`config.mk`:
```
export PLATFORM = sky130hd
export DESIGN_NAME = image_loader
export DESIGN_NICKNAME = d
export VERILOG_FILES = /design/src/rtl/image_loader.sv
export SDC_FILE = /design/constraint.sdc
export NUM_CORES = 1
export LEC_CHECK = 0
export ABC_AREA = 1
export BUFFER_PORTS_ARGS = -buffer_cell sky130_fd_sc_hd__buf_2
export CELL_PAD_IN_SITES_DETAIL_PLACEMENT = 0
export CELL_PAD_IN_SITES_GLOBAL_PLACEMENT = 1
export CORE_MARGIN = 4
export CORE_UTILIZATION = 43
export CTS_BUF_LIST = sky130_fd_sc_hd__clkbuf_2 sky130_fd_sc_hd__clkbuf_4 sky130_fd_sc_hd__clkbuf_8
export CTS_CLUSTER_DIAMETER = 50
export DETAILED_ROUTE_END_ITERATION = 7
export HOLD_SLACK_MARGIN = 0.1
export MAX_ROUTING_LAYER = met4
export PLACE_DENSITY = 0.9
export SYNTH_ARGS = -nofsm -noshare
export SYNTH_HDL_FRONTEND = slang
export SYNTH_SLANG_ARGS = --single-unit
```
`constraint.sdc`:
```
create_clock -name clk -period 3.1 [get_ports clk]
set_input_delay 0.155 -clock clk [delete_from_list [all_inputs] [get_ports clk]]
set_output_delay 0.155 -clock clk [all_outputs]
set_load 0.05 [all_outputs]
```
`src/rtl/image_loader.sv`:
```
// ============================================================================
//  Module   : image_loader
//  Purpose  : Writer side of the layer1 image memory. Converts an 8-bit
//             unsigned pixel stream to signed 8-bit, writes one frame at
//             sequential addresses, then pulses load and waits for net_done.
//  Options  : define PIXEL_CENTER_EN for s_data-128 (MSB inversion) instead
//             of the default shift-right conversion.
//  Revision : 1.0  initial release
// ============================================================================
`default_nettype none
`timescale 1ns/1ps

module image_loader #(
    parameter int CHANNEL_SIZE = 783,
    parameter int ADDR_W       = 10,
    parameter int CNT_W        = 8
) (
    input  logic              clk,
    input  logic              rst,
    input  logic [7:0]        s_data,
    input  logic              s_valid,
    input  logic              s_sof,
    output logic              s_ready,
    output logic              mem_we,
    output logic [ADDR_W-1:0] mem_addr,
    output logic [7:0]        mem_data,
    output logic              load,
    input  logic              net_done,
    output logic              busy,
    output logic              sof_err,
    output logic [CNT_W-1:0]  frame_cnt
);

    typedef enum logic [2:0] {
        S_IDLE   = 3'd0,
        S_FILL   = 3'd1,
        S_LAST   = 3'd2,
        S_LAUNCH = 3'd3,
        S_WAIT   = 3'd4
    } state_t;

    localparam logic [ADDR_W-1:0] c_LAST_ADDR = ADDR_W'(CHANNEL_SIZE);

    state_t             state_q,     state_d;
    logic [ADDR_W-1:0]  cnt_q,       cnt_d;
    logic               s_ready_q,   s_ready_d;
    logic               mem_we_q,    mem_we_d;
    logic [ADDR_W-1:0]  mem_addr_q,  mem_addr_d;
    logic [7:0]         mem_data_q,  mem_data_d;
    logic               load_q,      load_d;
    logic               busy_q,      busy_d;
    logic               sof_err_q,   sof_err_d;
    logic [CNT_W-1:0]   frame_cnt_q, frame_cnt_d;
    logic               w_accept;
    logic [7:0]         w_pixel;

    function automatic logic [7:0] convert(input logic [7:0] px);
`ifdef PIXEL_CENTER_EN
        return {~px[7], px[6:0]};
`else
        return {1'b0, px[7:1]};
`endif
    endfunction

    assign w_accept = s_valid && s_ready_q;
    assign w_pixel  = convert(s_data);

    always_comb begin
        state_d     = state_q;
        cnt_d       = cnt_q;
        mem_we_d    = 1'b0;
        mem_addr_d  = mem_addr_q;
        mem_data_d  = mem_data_q;
        busy_d      = busy_q;
        sof_err_d   = 1'b0;
        frame_cnt_d = frame_cnt_q;

        case (state_q)
            S_IDLE: begin
                if (w_accept) begin
                    if (s_sof) begin
                        mem_we_d   = 1'b1;
                        mem_addr_d = '0;
                        mem_data_d = w_pixel;
                        cnt_d      = ADDR_W'(1);
                        busy_d     = 1'b1;
                        state_d    = S_FILL;
                    end else begin
                        sof_err_d  = 1'b1;
                    end
                end
            end
            S_FILL: begin
                if (w_accept) begin
                    mem_we_d   = 1'b1;
                    mem_data_d = w_pixel;
                    if (s_sof) begin
                        // Restart: earlier pixels get overwritten by the new frame
                        mem_addr_d = '0;
                        cnt_d      = ADDR_W'(1);
                        sof_err_d  = 1'b1;
                    end else begin
                        mem_addr_d = cnt_q;
                        cnt_d      = cnt_q + ADDR_W'(1);
                        if (cnt_q == c_LAST_ADDR) begin
                            state_d = S_LAST;
                        end
                    end
                end
            end
            S_LAST: begin
                state_d = S_LAUNCH;
            end
            S_LAUNCH: begin
                state_d = S_WAIT;
            end
            S_WAIT: begin
                if (net_done) begin
                    state_d     = S_IDLE;
                    cnt_d       = '0;
                    busy_d      = 1'b0;
                    frame_cnt_d = frame_cnt_q + CNT_W'(1);
                end
            end
            default: begin
                state_d = S_IDLE;
            end
        endcase
    end

    // Ready and load are registered off the next state so they align with it
    assign s_ready_d = (state_d == S_IDLE) || (state_d == S_FILL);
    assign load_d    = (state_d == S_LAUNCH);

    always_ff @(posedge clk) begin
        if (rst) begin
            state_q     <= S_IDLE;
            cnt_q       <= '0;
            s_ready_q   <= 1'b0;
            mem_we_q    <= 1'b0;
            mem_addr_q  <= '0;
            mem_data_q  <= '0;
            load_q      <= 1'b0;
            busy_q      <= 1'b0;
            sof_err_q   <= 1'b0;
            frame_cnt_q <= '0;
        end else begin
            state_q     <= state_d;
            cnt_q       <= cnt_d;
            s_ready_q   <= s_ready_d;
            mem_we_q    <= mem_we_d;
            mem_addr_q  <= mem_addr_d;
            mem_data_q  <= mem_data_d;
            load_q      <= load_d;
            busy_q      <= busy_d;
            sof_err_q   <= sof_err_d;
            frame_cnt_q <= frame_cnt_d;
        end
    end

    assign s_ready   = s_ready_q;
    assign mem_we    = mem_we_q;
    assign mem_addr  = mem_addr_q;
    assign mem_data  = mem_data_q;
    assign load      = load_q;
    assign busy      = busy_q;
    assign sof_err   = sof_err_q;
    assign frame_cnt = frame_cnt_q;

endmodule

`default_nettype wire

```
# [Word-level counts from Yosys, hierarchy flattened]
# Index checks and enable logic that the tools add are counted.
[classes] addsub=2 eq_ne=11 muxes=33 n_reduce_logical=11
[op_table] operator="10-bit two-way mux" count=9
[op_table] operator="10-bit one-hot mux with 3 select lines" count=1
[op_table] operator="8-bit two-way mux" count=3
[op_table] operator="10-bit one-hot mux with 2 select lines" count=1
[op_table] operator="3-bit two-way mux" count=6
[op_table] operator="8-bit one-hot mux with 2 select lines" count=1
[op_table] operator="3-bit one-hot mux with 5 select lines" count=1
[op_table] operator="10-bit by 1-bit adder with 10-bit output, second input constant" count=1
[op_table] operator="10-bit equality test, second input constant" count=1
[op_table] operator="3-bit by 2-bit equality test with 1-bit output, second input constant" count=3
[op_table] operator="8-bit by 1-bit adder with 8-bit output, second input constant" count=1
[op_table] operator="1-bit two-way mux" count=8
[op_table] operator="2-bit != test, second input constant" count=4
[op_table] operator="4-bit AND reduction" count=2
[op_table] operator="3-bit by 1-bit equality test with 1-bit output, second input constant" count=2
[op_table] operator="3-bit zero test" count=2
[op_table] operator="1-bit one-hot mux with 2 select lines" count=3
[op_table] operator="5-bit AND reduction" count=1
[op_table] operator="2-bit nonzero test" count=2
[op_table] operator="3-bit equality test, second input constant" count=1
[op_table] operator="3-bit nonzero test" count=1
[op_table] operator="2-bit AND reduction" count=1
[op_table] operator="1-bit logical AND" count=1
[op_table] operator="1-bit logical OR" count=1
[totals] regBits=44 in_bits=13 output_inout_bits=31 wordCells=67

# [Longest topological paths before layout]
# Gate-level depths: netlist of the first run.
[logic_depth] depth_word=7 depth_mapped=9 mapped_depth_nobuf=9

# [Worst setup path after synthesis of the first run]
# OpenSTA, ideal clock, no wires.
[synth_path] kind="reg2reg" from="register s_ready_q (netlist: s_ready)" to="register mem_addr_q[1] (netlist: mem_addr[1])" setup_time_ns=0.122 arrival_time_ns=1.527 t_required_ns=2.978 slack_ns=1.452 stages_incl_launch_ff=9 path_buffers=1 period_less_slack_ns=1.648 cell_sequence="dfxtp_1 nand2_1 nor2_1 nand3_1 nand2_1 inv_2 buf_4 nand3_1 o31ai_1"
[synth_between] elab_chain_len=3 elab_cells_between_ends=4 cone_classes="eq/ne: 2; reduce/logical: 2"
[synth_lines] element="start: declaration" line="46" rtl="logic s_ready_q, s_ready_d;"
[synth_lines] element="start signal: assignment" line="150" rtl="s_ready_q <= s_ready_d;"
[synth_lines] element="1-bit logical AND *" line="65" rtl="assign w_accept = s_valid && s_ready_q;"
[synth_lines] element="2-bit != test (no source line)"
[synth_lines] element="4-bit AND reduction (no source line) *"
[synth_lines] element="end signal: assignment" line="152" rtl="mem_addr_q <= mem_addr_d;"
[synth_lines] element="end: declaration" line="48" rtl="logic [ADDR_W-1:0] mem_addr_q, mem_addr_d;"
# Mark *: on every way between the ends. The rest lies on a longest branch, timed or not.
# A chain may end at the register's enable or synchronous reset.

# [Worst setup path after layout of the first run]
[layout_path] from="register s_ready_q (netlist: s_ready)" to="register mem_addr_q[6] (netlist: mem_addr[6])"
# The elaborated chain is that of the path after synthesis.

==> results.md, run 1 <==
Run status:
- The flow ran to the end, and the final reports show no timing, DRC or antenna violations.

Route:
- Dividing the detail-routed wire length by the instance count gives 11.9 um.
- Across all layers, the routed design uses roughly 1800 vias.
- The sum of routed wire length over all layers is 4.47 mm.
- For this run, design rule violations remaining after detail routing come to 0.
- Using the TritonRoute via totals, the vias-per-cell ratio works out to 4.90.
- The detailed router finished its first iteration with between 70 and 80 violations.
- In this run the remaining antenna-violating nets after routing total 0.
- The length of the first detailed-routing pass in iterations is 4.

Clocking:
- TritonCTS created 5 clock buffers.
- The later pin in the worst-skew pair is clocked with a latency of 0.29 ns.
- CTS saw 43 sinks.
- The clock-pin slew reported for the worst setup and hold paths after clock tree synthesis is ~0.080 ns.
- The H-tree generated during clock tree synthesis spans 2 levels.
- After clock tree synthesis, the repair step resized 0 gates.
- The root buffer cell is clkbuf_8.
- The maximum root-to-sink buffer count is 2.
- TritonCTS built the clock tree.

Layout:
- In the final layout, the share of cells above drive strength 1 is 0.206.
- The count of nets after finishing is 339.
- The area added between synthesis and finish is 19.3%.
- The area used by sequential logic in the layout is 861 sq um.
- In the layout the commonest cells are nand2_1, nor2_1, dfxtp_1.
- Fill cells in the final layout number between 400 and 500.
- The leading cell type in the layout, fill and taps excluded is nand2_1.
- 0 antenna diodes ended up in the layout.
- The multi-input combinational cells in the finished layout cover a total of 957 sq um.

Synthesis:
- After synthesis, the cell types taking the most area are dfxtp_1, nand2_1, nor2_1.
- The area fraction in and, or, nand and nor cells after synthesis is 0.348.
- The sequential cell area fraction in the yosys report is 0.432.
- After synthesis, the largest family of logic cells by area is simple AND/OR/NAND/NOR gates.
- The net count of the mapped netlist is 291.
- Counting distinct cell types in the post-synthesis netlist gives 28.
- The compound-cell area share of the yosys netlist is 0.109.
- The proportion of synthesized area in mux cells is 0.
- Of the total synthesized cell area, the portion taken by full adders, half adders and majority gates is 0.0126.
- In this run the cell area of the synthesized design comes to 0.00199 sq mm.
- The synthesized instance count is 276.
- The library cell with the largest summed area after synthesis is dfxtp_1.
- The average size of a mapped cell is 7.22 sq um.
- The total of warnings raised by yosys is 0.
- The share of synthesized area in the top cell type comes to 0.432.
- The number of synthesized register bits is 43.
- The fraction of synthesized cell area in xor and xnor cells is 0.00879.

Flow run:
- Across the run, the number of max-cap violations was 0.

Global routing:
- The global-route wire length before repair is roughly 8 mm.
- The aggregate global routing overflow is 0.
- The largest net degree at the start of global routing is 25.
- Across every metal layer, demand over resource in global routing totals 0.166.
- The number of global-route vias before repair was 1763.
- The initial antenna violation count is 0.

Worst setup path:
- For the worst setup path, the data required time is 3.28 ns.
- For the worst setup path, the data arrival time is 1.89 ns.
- The peak fanout along the critical path is 16.
- The worst setup path is of the reg -> reg kind.
- The worst setup path is launched from a flip-flop.
- STA classifies the critical path endpoint as a flip-flop.
- The capture instance of the worst register-to-register path is mem_addr[6].
- The minimum setup slack among reg-to-reg paths is between 1 and 1.5 ns.
- The worst register-to-register path has a depth of 7.
- The worst register-to-register path begins at s_ready.

Timing:
- The number of setup violations in the final report is 0.
- The number of max-slew violations in the final report is 0.
- Setup repair after global routing left no endpoint under its margin.
- The transition time at the pin with the least slew margin is 0.767 ns.
- The smallest clock period supported by the final layout is computed as between 1.5 and 2 ns.
- Once routing completed, OpenROAD measured the worst setup slack at roughly 1.4 ns.
- The fmax is 0.585 GHz.
- The hold violation count in the final report was 0.
- The hold slack is 0.155 ns.
- The final worst clock skew is 0.00516 ns.
- The final clock period utilization by the worst path is 0.551.
- Summed over all failing endpoints, the final setup total negative slack is 0 ns.
- Headroom to the max-slew limit came out at 0.488.

Power and ir drop:
- The maximum vdd ir drop is 209 uV.
- Summed over all cells, the static leakage comes to 1.11 nW.
- The power per unit of standard cell area is 440 mW/mm^2.

Min path:
- The type of the most critical hold path is in -> reg.
- In this run the most critical hold path is launched from s_sof.
- Counting instances, the worst hold path has a depth of 4.
- For hold timing, the worst endpoint is cnt_q[2].

Placed design:
- The final weighted congestion in routability-driven placement is roughly 0.86.
- The count of input and output buffers is 41.
- Before CTS, the worst setup slack after placement is between 1 and 1.5 ns.
- The HPWL after detailed placement is 3.20 mm.

Die:
- The area of the core is 0.00441 sq mm.
- The floorplan step defined a die boundary enclosing 0.00579 sq mm.
- The count of boundary I/O pins is 44.
- The height of the chip is 76.1 um.
- The number of placement rows is 24.
- For this configuration, the core starts out at a cell density of 0.451.
- Measured along the x axis, the die boundary spans 76.1 um.
==> how the worst max path moves through the flow <==
stage             from     endpoint  slack (ns)
2_1_floorplan  s_ready  mem_addr[1]        1.45
3_3_place_gp   s_ready  mem_addr[6]        1.40
3_5_place_dp   s_ready  mem_addr[6]        1.39
4_1_cts        s_ready  mem_addr[9]        1.37
5_1_grt        s_ready  mem_addr[4]        1.10
6_report       s_ready  mem_addr[6]        1.39
==> cells in the mapped netlist <==
cell type,number
dfxtp_1,43
inv_1,32
buf_4,3
nand2_4,2
nand2_2,3
conb_1,1
nor4_1,2
o21ai_1,10
nor2_2,1
buf_2,1
o21ai_0,6
nor2_4,4
clkbuf_1,2
nor3_1,6
nand4_1,3
o21a_1,1
nand3_1,28
nand3_2,3
nor2_1,43
nor2_8,1
a21oi_1,14
inv_2,4
buf_1,1
o31ai_1,8
xnor2_1,1
nand2_1,50
ha_1,2
xor2_1,1
==> per-layer routing <==
| layer | wire length, um | global-route usage | share of wire | up-vias |
|---|---|---|---|---|
| li1 | - | - | - | 990 |
| met1 | 2150 | 0.195 | 0.48 | 805 |
| met2 | 1980 | 0.260 | 0.44 | 43 |
| met3 | 241 | 0.0532 | 0.054 | 9 |
| met4 | 104 | 0.0699 | 0.023 | 0 |
| met5 | 0 | - | 0 | - |
==> timing repair <==
action                                  CTS  global route
hold endpoints to repair                  7             0
buffers inserted                          0             0
endpoints found under the setup margin    0             0
hold buffers                              7             0
==> power breakdown <==
part           total, mW  switching (mW)  internal (mW)
registers          0.572         0.00779          0.564
logic              0.127          0.0923         0.0351
clock network      0.346           0.191          0.154
total               1.04           0.291          0.754
==> cell families after synthesis <==
group / after synthesis
AO/OA/AOI/OAI: 39
XOR/XNOR: 2
adder cells (fa/ha/maj): 2
buffers and inverters: 43
flip-flops: 43
other: 1
AND/OR/NAND/NOR: 146
==> final cells by class <==
cell class / count / area share
inverters: 36 / 0.0568
flip-flops and latches: 43 / 0.362
clock buffers: 5 / 0.0289
repair buffers: 48 / 0.116
well taps: 52 / 0.0274
clock inverters: 3 / 0.00632
multi-input cells: 190 / 0.403
==> flip-flops by register name, summed over array words and instances, names as in the netlist <==
register / flops
s_ready: 1
mem_we: 1
state_q: 3
load: 1
busy: 1
mem_data: 7
mem_addr: 10
frame_cnt: 8
sof_err: 1
cnt_q: 10
==> through the flow <==
| stage | utilization | cell area, sq um | std cells | power (mW) |
|---|---|---|---|---|
| floorplan | - | 1990 | 276 | 0.677 |
| global route | 0.539 | 2380 | 377 | 1.10 |
| CTS | 0.539 | 2380 | 377 | 1.06 |
| finish | 0.539 | 2380 | 377 | 1.04 |
| global placement | 0.504 | 2220 | 362 | 0.706 |
| detailed placement | 0.504 | 2220 | 362 | 0.706 |
==> critical path, stage by stage (launching register included) <==
cell and delay [ns]:
dfxtp_1 0.36, nand2_1 0.07, nor2_1 0.20, nand3_1 0.13
nand2_1 0.39, inv_2 0.24, nand3_1 0.13, o31ai_1 0.08
Power figures use the tool's default switching activity.
==> run 2, diff against run 1 <==
==> config.mk (replaced) <==
export PLATFORM = sky130hd
export DESIGN_NAME = image_loader
export DESIGN_NICKNAME = d
export VERILOG_FILES = /design/src/rtl/image_loader.sv
export SDC_FILE = /design/constraint.sdc
export NUM_CORES = 1
export LEC_CHECK = 0
export ABC_AREA = 0
export BUFFER_PORTS_ARGS = -buffer_cell sky130_fd_sc_hd__buf_2
export CELL_PAD_IN_SITES_DETAIL_PLACEMENT = 0
export CELL_PAD_IN_SITES_GLOBAL_PLACEMENT = 1
export CORE_MARGIN = 4
export CORE_UTILIZATION = 37
export CTS_BUF_LIST = sky130_fd_sc_hd__clkbuf_2 sky130_fd_sc_hd__clkbuf_4 sky130_fd_sc_hd__clkbuf_8
export CTS_CLUSTER_DIAMETER = 50
export DETAILED_ROUTE_END_ITERATION = 7
export HOLD_SLACK_MARGIN = 0.1
export MAX_ROUTING_LAYER = met4
export PLACE_DENSITY = 0.8
export SYNTH_ARGS = -nofsm -noshare
export SYNTH_HDL_FRONTEND = slang
export SYNTH_SLANG_ARGS = --single-unit
==> constraint.sdc (replaced) <==
create_clock -name clk -period 1.38 [get_ports clk]
set_input_delay 0.069 -clock clk [delete_from_list [all_inputs] [get_ports clk]]
set_output_delay 0.069 -clock clk [all_outputs]
set_load 0.05 [all_outputs]
==> run 2 against run 1 <==
The flow now finishes with violations (negative setup slack). First-iteration DRC count grew 2.6%. Power is 140% higher. Hold slack gained 0.00056 ns. Worst setup slack worse by 1.7 ns. Critical path depth is 3 lower. Via count is 1.6% lower. Critical path type unchanged.
==> results.md, run 2 <==
Synthesis:
- The library cell with the largest summed area after synthesis is dfxtp_1.
- The top flip-flop cell by instance count after synthesis is dfxtp_1.
- After synthesis, the cell types taking the most area are dfxtp_1, mux2i_1, a22o_1.
- The post-synthesis instance area is about 0.0018 sq mm.
- For this run, the number of Yosys warnings is 0.
- Of the total synthesized cell area, the portion taken by AND, OR, NAND and NOR gates is 0.244.
- The number of synthesized flops with an enable pin is 0.
- The largest family of logic cells by synthesized area is simple AND/OR/NAND/NOR gates.
- The share of synthesized area in the top cell type comes to 0.474.
- The fraction of synthesized cell area in xor and xnor cells is 0.0337.
- The sequential cell area fraction in the yosys report is 0.474.
- The compound-cell area share of the yosys netlist is 0.135.
- The commonest cells after synthesis are dfxtp_1, nor2_1, nand2_1, a22o_1, mux2i_1.
- The share of flip-flops with an asynchronous set or reset is 0.
- After synthesis the netlist holds a flip-flop and latch count of 43.
- The fraction of the mapped netlist area in adder cells is 0.0138.
- The average size of a mapped cell is 9.27 sq um.
- Counting distinct cell types in the post-synthesis netlist gives 44.
- Of the post-synthesis cell area, the part taken by muxes is 0.0496.
- The most instantiated library cell after synthesis is dfxtp_1.
- The net count of the mapped netlist is 211.
- The synthesized instance count is 196.

Timing:
- Subtracting the final worst setup slack from the clock period gives 1.69 ns.
- Setup repair after global routing could not meet its margin everywhere.
- The hold violation count in the final report is 0.
- The fmax is between 0.5 and 0.6 GHz.
- For the final database, setup skew stands at slightly below 0.009 ns.
- The final clock period utilization by the worst path is 1.23.
- The number of max-slew violations in the final report is 0.
- The number of setup violations in the final report is 40.
- Across all setup checks in the final design, the least slack found is -0.312 ns.

Layout:
- The final antenna diode count is 0.
- The utilization after layout is 0.601.
- The library cells used most frequently in the layout, excluding fill and tap cells, are buf_2, buf_4, dfxtp_1.
- For this run, the number of standard cells in the final layout without fillers is 360.
- After filler insertion, the fill cell instance count of the layout stands at 418.
- The share of final-layout standard cells stronger than drive strength 1 is 0.468.
- Compared with the post-synthesis result, the final layout area differs by 57.4%.
- At the end of the flow, the number of nets in the layout was 308.

Route:
- Dividing the detail-routed wire length by the instance count gives 13.7 um.
- The post-detailed-route DRC marker count is 0.
- The overall via count from detail_route is 1817.
- The length of the first detailed-routing pass in iterations is 4.
- The post-route antenna net violation count is 0.
- Dividing the detail-routed via count by the number of cells gives 5.05.
- Summed over all layers, the routed wires come to between 4 and 5 mm.
- The number of DRC markers in iteration 0 is about 80.

Placed design:
- The HPWL after detailed placement is 2.97 mm.
- The final weighted congestion in routability-driven placement is approximately 0.81.
- The number of cells after detailed placement is ~320.
- During placement, the flow inserted port buffers numbering 41.

Clocking:
- The clock-pin slew reported for the worst setup and hold paths after clock tree synthesis is around 0.08 ns.
- The H-tree was split into 2 levels.
- The root buffer cell chosen for the clock tree is clkbuf_8.
- At the later pin of the worst-skew pair, clock insertion delay measures 0.29 ns.
- The tree built by TritonCTS fans out to 43 sinks.
- The number of buffers created by CTS is 5.
- The maximum root-to-sink buffer count is 2.
- The CTS tree is built.

Worst setup path:
- The number of cells on the critical path is 4.
- The critical path buffer and inverter count is 1.
- The peak fanout along the critical path is 4.
- On the worst path, the slowest cell contributes a delay of 0.50 ns.
- Traced cell by cell, the critical path runs through or4b_4 > or3_4 > buf_4 > o311ai_4.
- The data required time of the worst path is approximately 1.6 ns.
- The cell family contributing the most delay on the critical path is simple AND/OR/NAND/NOR gates.
- The launching point of the worst reg2reg path is state_q[1].
- STA classifies the critical path startpoint as a flip-flop.
- The endpoint arrival time on the critical path is 1.88 ns.
- The start-to-end type of the worst setup path is reg -> reg.
- In this run the worst setup path terminates at cnt_q[9].
- In this run the worst setup path begins at state_q[1].
- For flop-to-flop paths, the worst setup slack is -0.31 ns.
- The standard cell with the maximum stage delay on the critical path is or4b_4.
- The worst-case reg-to-reg path depth is 4.
- The sort of element at the end of the critical path is a flip-flop.
- In this run the critical register-to-register path is captured at cnt_q[9].

Flow run:
- The max capacitance violation total is 0.

Global routing:
- The global-route wire length before repair is 7.72 mm.
- The initial antenna violation count was 0.
- In the global route stage, overall resource usage came out at 0.162.
- The aggregate global routing overflow is 0.
- Entering global routing, the biggest net connects 20 pins.
- The number of global-route vias before repair is 1710.

Die:
- Pin placement for this block handled 44 I/O pins.
- The die covers around 0.0061 sq mm.
- Measured along the y axis, the die boundary spans 78.1 um.
- The number of placement rows is 25.
- The total area inside the core boundary comes to 0.00475 sq mm.
- The initial utilization of the core area, before any placement, comes to 0.382.
- The die is just under 80 um wide.

Run status:
- The run finished, with violations left.
- The checks that failed: negative setup slack.

Power and ir drop:
- Summed over all cells, the static leakage comes to 1.28 nW.
- In this run the power density over the cells is about 870 mW/mm^2.
- Across the VDD grid, the largest voltage drop is about 660 uV.

Min path:
- The type of the most critical hold path is in -> reg.
## run 2: how the worst min path moves through the flow
| stage | cells after the start | endpoint | start | slack, ns |
|---|---|---|---|---|
| finish | 3 | cnt_q[8] | rst | 0.16 |
| floorplan | 2 | mem_data[0] | s_data[1] | 0.22 |
| CTS | 3 | cnt_q[8] | rst | 0.14 |
| global placement | 3 | mem_data[2] | s_data[3] | 0.30 |
| global route | 3 | cnt_q[8] | rst | 0.17 |
| detailed placement | 3 | mem_data[6] | s_data[7] | 0.32 |
## run 2: repair_timing
item | CTS | global route
setup buffers | 8 | 10
gates resized for setup | 11 | 38
hold buffers | 8 | 0
pin swaps | 2 | 15
endpoints found under the setup margin | 38 | 42
hold endpoints to repair | 8 | 0
gates cloned | 1 | 2
## run 2: cell type report
type / count / area (sq um) / share of cell area
Tap cell: 67 / 83.8 / 0.0293
Sequential cell: 43 / 873 / 0.305
Clock inverter: 1 / 30.0 / 0.0105
Clock buffer: 6 / 76.3 / 0.0267
Inverter: 2 / 7.51 / 0.00263
Timing Repair Buffer: 105 / 761 / 0.266
Multi-Input combinational cell: 136 / 1030 / 0.359
## run 2: worst register-to-register path, stage by stage, from the launching register on
cell and delay, ns:
dfxtp_4 0.36, or4b_4 0.50, or3_4 0.38, buf_4 0.15, o311ai_4 0.21
## run 2: cell families (layout without fill, tap and decap cells)
family,count (synthesis),after routing
AND/OR/NAND/NOR,79,79
AO/OA/AOI/OAI,38,38
buffers and inverters,17,114
other,1,1
multiplexers,9,9
flip-flops,43,43
XOR/XNOR,7,7
adder cells (fa/ha/maj),2,2
## run 2: metal layers
metal | track usage | vias to the layer above | share of wire
li1 | - | 892 | -
met1 | 0.195 | 867 | 0.43
met2 | 0.272 | 50 | 0.51
met4 | 0.0507 | 0 | 0.014
met3 | 0.0344 | 8 | 0.047
met5 | - | - | 0
## run 2: metrics by stage
stage | area [sq um] | hold WS (ns) | setup TNS (ns) | setup WS (ns) | power [mW]
2_1_floorplan | 1860 | 0.216 | -7.79 | -0.441 | 1.43
3_3_place_gp | 2300 | 0.301 | -5.97 | -0.250 | 1.50
3_5_place_dp | 2300 | 0.316 | -7.13 | -0.308 | 1.50
4_1_cts | 2600 | 0.140 | -6.60 | -0.281 | 2.49
5_1_grt | 2860 | 0.168 | -9.79 | -0.340 | 2.60
6_report | 2860 | 0.156 | -6.77 | -0.312 | 2.49
## run 2: power by group
part	internal (mW)	total [mW]	switching (mW)
registers	1.25	1.26	0.00830
logic	0.119	0.273	0.154
clock network	0.550	0.953	0.403
